`src/rtl/i2c_cmd_arbiter.sv`:
```
// i2c_cmd_arbiter: round-robin arbiter sharing one I2C write engine between two requesters,
// with a per-transaction completion timeout.
module i2c_cmd_arbiter #(
    parameter int TIMEOUT_CYCLES = 4096
) (
    input  logic        i_clk,
    input  logic        i_rst,
    input  logic        i_req0,
    input  logic [23:0] i_data0,
    output logic        o_ack0,
    output logic        o_done0,
    output logic        o_err0,
    input  logic        i_req1,
    input  logic [23:0] i_data1,
    output logic        o_ack1,
    output logic        o_done1,
    output logic        o_err1,
    output logic        o_eng_start,
    output logic [23:0] o_eng_data,
    input  logic        i_eng_finished,
    output logic        o_busy
);
    localparam logic [15:0] CNT_MAX = 16'(TIMEOUT_CYCLES - 1);

    typedef enum logic [1:0] {IDLE, ISSUE, WAIT, DONE} state_t;

    state_t      state, state_n;
    logic        grant, last, err, pick, any_req;
    logic [15:0] cnt;

    assign any_req = i_req0 || i_req1;
    // Under contention the requester not served last wins.
    assign pick = (i_req0 && i_req1) ? ~last : i_req1;

    always_ff @(posedge i_clk) begin
        if (i_rst) begin
            state      <= IDLE;
            cnt        <= '0;
            last       <= 1'b1;
            grant      <= 1'b0;
            err        <= 1'b0;
            o_eng_data <= '0;
        end else begin
            state <= state_n;
            if (state == IDLE && any_req) begin
                grant      <= pick;
                o_eng_data <= pick ? i_data1 : i_data0;
            end
            if (state == ISSUE) cnt <= '0;
            // Overwritten every WAIT cycle; the value at exit reflects why WAIT ended.
            if (state == WAIT) begin
                cnt <= cnt + 16'd1;
                err <= !i_eng_finished;
            end
            if (state == DONE) last <= grant;
        end
    end

    always_comb begin
        state_n     = state;
        o_eng_start = 1'b0;
        o_ack0      = 1'b0;
        o_ack1      = 1'b0;
        o_done0     = 1'b0;
        o_done1     = 1'b0;
        o_err0      = 1'b0;
        o_err1      = 1'b0;
        o_busy      = state != IDLE;
        case (state)
            IDLE:  state_n = any_req ? ISSUE : IDLE;
            ISSUE: begin
                state_n     = WAIT;
                o_eng_start = 1'b1;
                o_ack0      = !grant;
                o_ack1      = grant;
            end
            WAIT:  state_n = (i_eng_finished || cnt == CNT_MAX) ? DONE : WAIT;
            DONE:  begin
                state_n = IDLE;
                o_done0 = !grant;
                o_done1 = grant;
                o_err0  = !grant && err;
                o_err1  = grant && err;
            end
            default: state_n = IDLE;
        endcase
    end
endmodule

```
`config.mk`:
```
export PLATFORM = sky130hd
export DESIGN_NAME = i2c_cmd_arbiter
export DESIGN_NICKNAME = d
export VERILOG_FILES = /design/src/rtl/i2c_cmd_arbiter.sv
export SDC_FILE = /design/constraint.sdc
export NUM_CORES = 1
export LEC_CHECK = 0
export ABC_AREA = 1
export CAP_MARGIN = 20
export CELL_PAD_IN_SITES_DETAIL_PLACEMENT = 0
export CELL_PAD_IN_SITES_GLOBAL_PLACEMENT = 1
export CORE_ASPECT_RATIO = 2
export CORE_MARGIN = 4
export CORE_UTILIZATION = 32
export CTS_CLUSTER_SIZE = 30
export DETAILED_ROUTE_END_ITERATION = 7
export PLACE_DENSITY_LB_ADDON = 0.1
export SLEW_MARGIN = 20
export SYNTH_ARGS = -nofsm -noshare
export SYNTH_HDL_FRONTEND = slang
export SYNTH_SLANG_ARGS = --single-unit
```
`constraint.sdc`:
```
create_clock -name i_clk -period 3.4 [get_ports i_clk]
set_input_delay 0.34 -clock i_clk [delete_from_list [all_inputs] [get_ports i_clk]]
set_output_delay 0.34 -clock i_clk [all_outputs]
set_load 0.005 [all_outputs]
```
## Word-level counts from Yosys, hierarchy flattened

Cells that the tools add are included.

- Reduce and logical (&&, ||, !) cells: 11
- Bitwise operators: 1
- $add $sub $neg: 1
- Multiplexer cells: 14
- Equal/unequal tests: 4

Operator list:

| operator | number |
|---|---|
| 2-to-1 mux 16 bit | 2 |
| 2-to-1 mux 24 bit | 1 |
| adder 16 x 1 -> 16 bit, second input constant | 1 |
| equality test 16 x 12 -> 1 bit, second input constant | 1 |
| 2-to-1 mux 1 bit | 10 |
| one-hot mux 2 bit (4 select lines) | 1 |
| equality test 2 bit, second input constant | 2 |
| logical AND 1 bit | 4 |
| nonzero test 2 bit | 2 |
| equality test 2 x 1 -> 1 bit, second input constant | 1 |
| zero test 1 bit | 2 |
| zero test 2 bit | 1 |
| logical OR 1 bit | 2 |
| NOT 1 bit | 1 |

- Flip-flop bits (word level): 45
- Output and inout bits: 32

## Longest topological paths before layout

- Depth after elaboration: 4
- Gate-level depth with buffers: 10
- Mapped depth without buffers: 9

## Worst setup path before layout

Ideal clock, no wire load.

- Path kind: register -> register
- Start point: register state[0]
- End point: register cnt[15]
- Setup time: 0.115 ns
- Setup slack: 1.947 ns
- Period minus slack after synthesis: 1.453 ns
- Data arrival time: 1.338 ns
- Stages on the path, launching flop included: 11
- Buffers on the path: 1
- Cells stage by stage: dfxtp_1 inv_1 ha_1 buf_6 nand2_4 nor2_4 nand3_2 nor2_4 nand3_1 nand2_1 nor2_1

- Cells in the longest elaborated chain, start to end: 2

RTL lines:

| element | RTL line | text |
|---|---|---|
| start: declaration | 27 | `state_t state, state_n;` |
| start signal: assignment | 44 | `state <= state_n;` |
| equality test 2 bit or equality test 2 x 1 -> 1 bit (tied branches) | 51, 49 |  |
| 2-to-1 mux 16 bit or nonzero test 2 bit (tied branches) | - |  |
| end signal: assignment | 52 | `cnt <= cnt + 16'd1;` |
| end: declaration | 29 | `logic [15:0] cnt;` |

Several ways; a longest one is shown, not always the timed one.
A chain may end at the register's enable or synchronous reset.

## Worst setup path in the final report

- Start point: register state[0]
- End point: output o_busy

- Cells in the longest elaborated chain, start to end: 1

RTL lines:

| element | RTL line | text |
|---|---|---|
| nonzero test 2 bit | 68 | `o_busy = state != IDLE;` |
| end: declaration | 21 | `output logic o_busy` |

Every way passes these cells.

==> impl_metrics.toml <==
[routing]
route.met2.wl_mm = 3.22
top_layer = "met4"
drtIter0Drc = 84
met1_length_mm = 2.13
routed_wl_mm = 5.88
drc = 0
wl_met3_um = 426
drt-wirelength-per-cell_um = 12.7
dr.pass1.iters = 4
vias = 2099
viasPerCell = 4.54
ant_nets = 0

[setup_path]
r2r-start = "state[0]"
endpoint_kind = "output port"
crit_required_ns = 3.06
critPathTopFamily = "buffers and inverters"
worst-path-buf-inv = 3
cp_slowest_cell = "clkdlybuf4s50_1"
crit_chain = "inv_1 > ha_1 > inv_1 > clkdlybuf4s50_1"
rr_endpoint = "cnt[4]"
critPathKind = "flip-flop to output port"
slowest_delay_ns = 0.52
arrival_ns = 1.55
start_kind = "flip-flop"
crit_fanout = 3
ff2ff_setup_slack_ns = 1.56
cpMostUsedCell = "inv_1"
rr_worst_depth = 5

[power]
p_comb_frac = 0.232
clockPowerShare = 0.385
p_leak_nw = 1.29
p_sw_frac = 0.248
p_switching_mw = 0.399
power.density_nw_per_um2 = 502
p_seq_frac = 0.383
p_int_mw = 1.21
p_total_mw = 1.61
ir_drop_mv = 0.328

[global_routing]
grt_start_max_net_pins = 49
grt_pass1_vias = 2076
antenna_found_initial = 0
overflow = 0
grt_pass1_wl_mm = 9.37
grtUsageTotal = 0.151

[clocking]
h-tree-depth = 2
post_cts_resized = 0
postCtsHoldBufs = 0
cts-root-buf = "clkbuf_16"
clkLatencyLatePin_ns = 0.28
postCtsSetupBuffers = 0
cts_made_buffers = 5
cts_tree = "yes"
clk_pin_slew_ns = 0.06
clkSinkCount = 45
clock_path_buffers = 2

[sta]
maxSlewViolCount = 0
period_share = 0.557
fin_skew_ns = 0.00579
rsz0062_at_grt = "no"
hold_viol = 0
period_minus_slack_ns = 1.89
relSlewSlack = 0.637
worst_slew_pin_slew_ns = 0.544
setup_tns_ns = 0
setup-violations-final = 0
max_freq_mhz = 528

[cells_and_area]
final_area_um2 = 3200
fillCellCount = 657
drive_gt1_frac = 0.0665
fin_nets = 433
area_delta_synth_final_pct = 50.4
multi_input_comb_area_um2 = 1040
antenna_cells = 0
seqCellArea_um2 = 901

[run_status]
status = "finished, final reports clean"

[logic_synthesis]
synthCells = 295
yosys_warnings = 0
synthesis.area_um2 = 2130
synth.avg_cell_area_um2 = 7.22
synth_seq_cells = 45
ys_seq_area_frac = 0.423
synth_fp_nets = 353
synthDistinctLibCells = 27

[job]
maxCapViolations = 0

[place]
dpl_cell_area_um2 = 3010
place_hpwl_mm = 4.56
io_buffers = 84
globalplace.congestion = 0.751

[floorplan]
ios = 85
die_w_um = 65.7
die_h_um = 123
rows = 41
die-area_um2 = 8110
start_util = 0.332
coreArea_um2 = 6410

[hold_path]
worstHoldPathCells = 2
min_to = "last"
hold_path.class = "flip-flop to flip-flop"
min_from = "last"
[worst max path at each step]
stage | depth (start not counted) | slack, ns | to | from
floorplan | 10 | 1.95 | cnt[15] | state[0]
global placement | 7 | 1.33 | o_eng_data[4] | i_req0
detailed placement | 7 | 1.33 | o_eng_data[23] | i_req0
CTS | 4 | 1.47 | o_err0 | state[0]
global route | 5 | 1.34 | cnt[4] | state[0]
finish | 4 | 1.51 | o_busy | state[0]
[tightest hold or removal path: stages, from the launching register on]
cell     delay (ns)
dfxtp_1        0.34
nand2_1        0.06
nand3_1        0.05
[metal layers]
layer,vias to the layer above,GRT usage
met2,57,0.288
met4,0,0.0584
met3,5,0.0500
met1,915,0.144
li1,1122,-
met5,-,0
[state kept, by name, indices dropped and copies added, names as in the netlist]
signal      cells
grant           1
last            1
o_eng_data     24
cnt            16
err             1
state           2
[layout make-up]
class                      count  area share
clock buffer                   5      0.0390
clock inverter                 3      0.0203
inverter                      30      0.0351
multi-input combinational    207       0.324
sequential                    45       0.281
tap                           86      0.0336
timing repair buffer          86       0.267
[cells by family after synthesis]
family                     Yosys count  share of synthesized area
xor gates and xnor gates             1                    0.00411
AOI/OAI and AO/OA                   69                      0.179
adders and majority gates            5                     0.0294
buffers and inverters               43                     0.0904
and+or+nand+nor                    132                      0.274
DFF                                 45                      0.423
[synthesized netlist by cell type (all sizes together)]
cell	instances	share of area
a211oi	1	0.0035
a21oi	14	0.035
a31oi	24	0.070
buf	12	0.036
clkbuf	1	0.0018
dfxtp	45	0.42
ha	5	0.029
inv	30	0.053
nand2	85	0.16
nand3	9	0.023
nand3b	1	0.0035
nand4	3	0.0088
nor2	28	0.063
nor3	6	0.019
o21ai	30	0.070
xnor2	1	0.0041
[metrics by stage]
stage	hold slack, ns	setup WS (ns)	cells	utilization
global route	0.498	1.34	462	0.500
detailed placement	0.463	1.33	454	0.470
finish	0.475	1.51	462	0.500
global placement	0.464	1.33	454	0.470
CTS	0.478	1.47	462	0.500
floorplan	0.409	1.95	295	-
[power by group through the flow]
| stage | clock (mW) | sequential [mW] | combinational, mW |
|---|---|---|---|
| floorplan | 0 | 0.629 | 0.176 |
| global placement | 0 | 0.627 | 0.379 |
| detailed placement | 0 | 0.628 | 0.379 |
| CTS | 0.633 | 0.617 | 0.381 |
| global route | 0.646 | 0.623 | 0.417 |
| finish | 0.619 | 0.616 | 0.372 |
[cell usage in the layout, fill, tap and decap left out, drive strengths merged]
master,instances
clkbuf,5
nor2,28
o21ai,30
a31oi,24
nand4,3
dfxtp,45
a211oi,1
nand3b,1
buf,2
inv,30
ha,5
a21oi,14
xnor2,1
nand2,85
nand3,9
clkinv,1
bufinv,2
clkdlybuf4s50,84
nor3,6
Note: power is estimated with default switching activity, not from simulation.
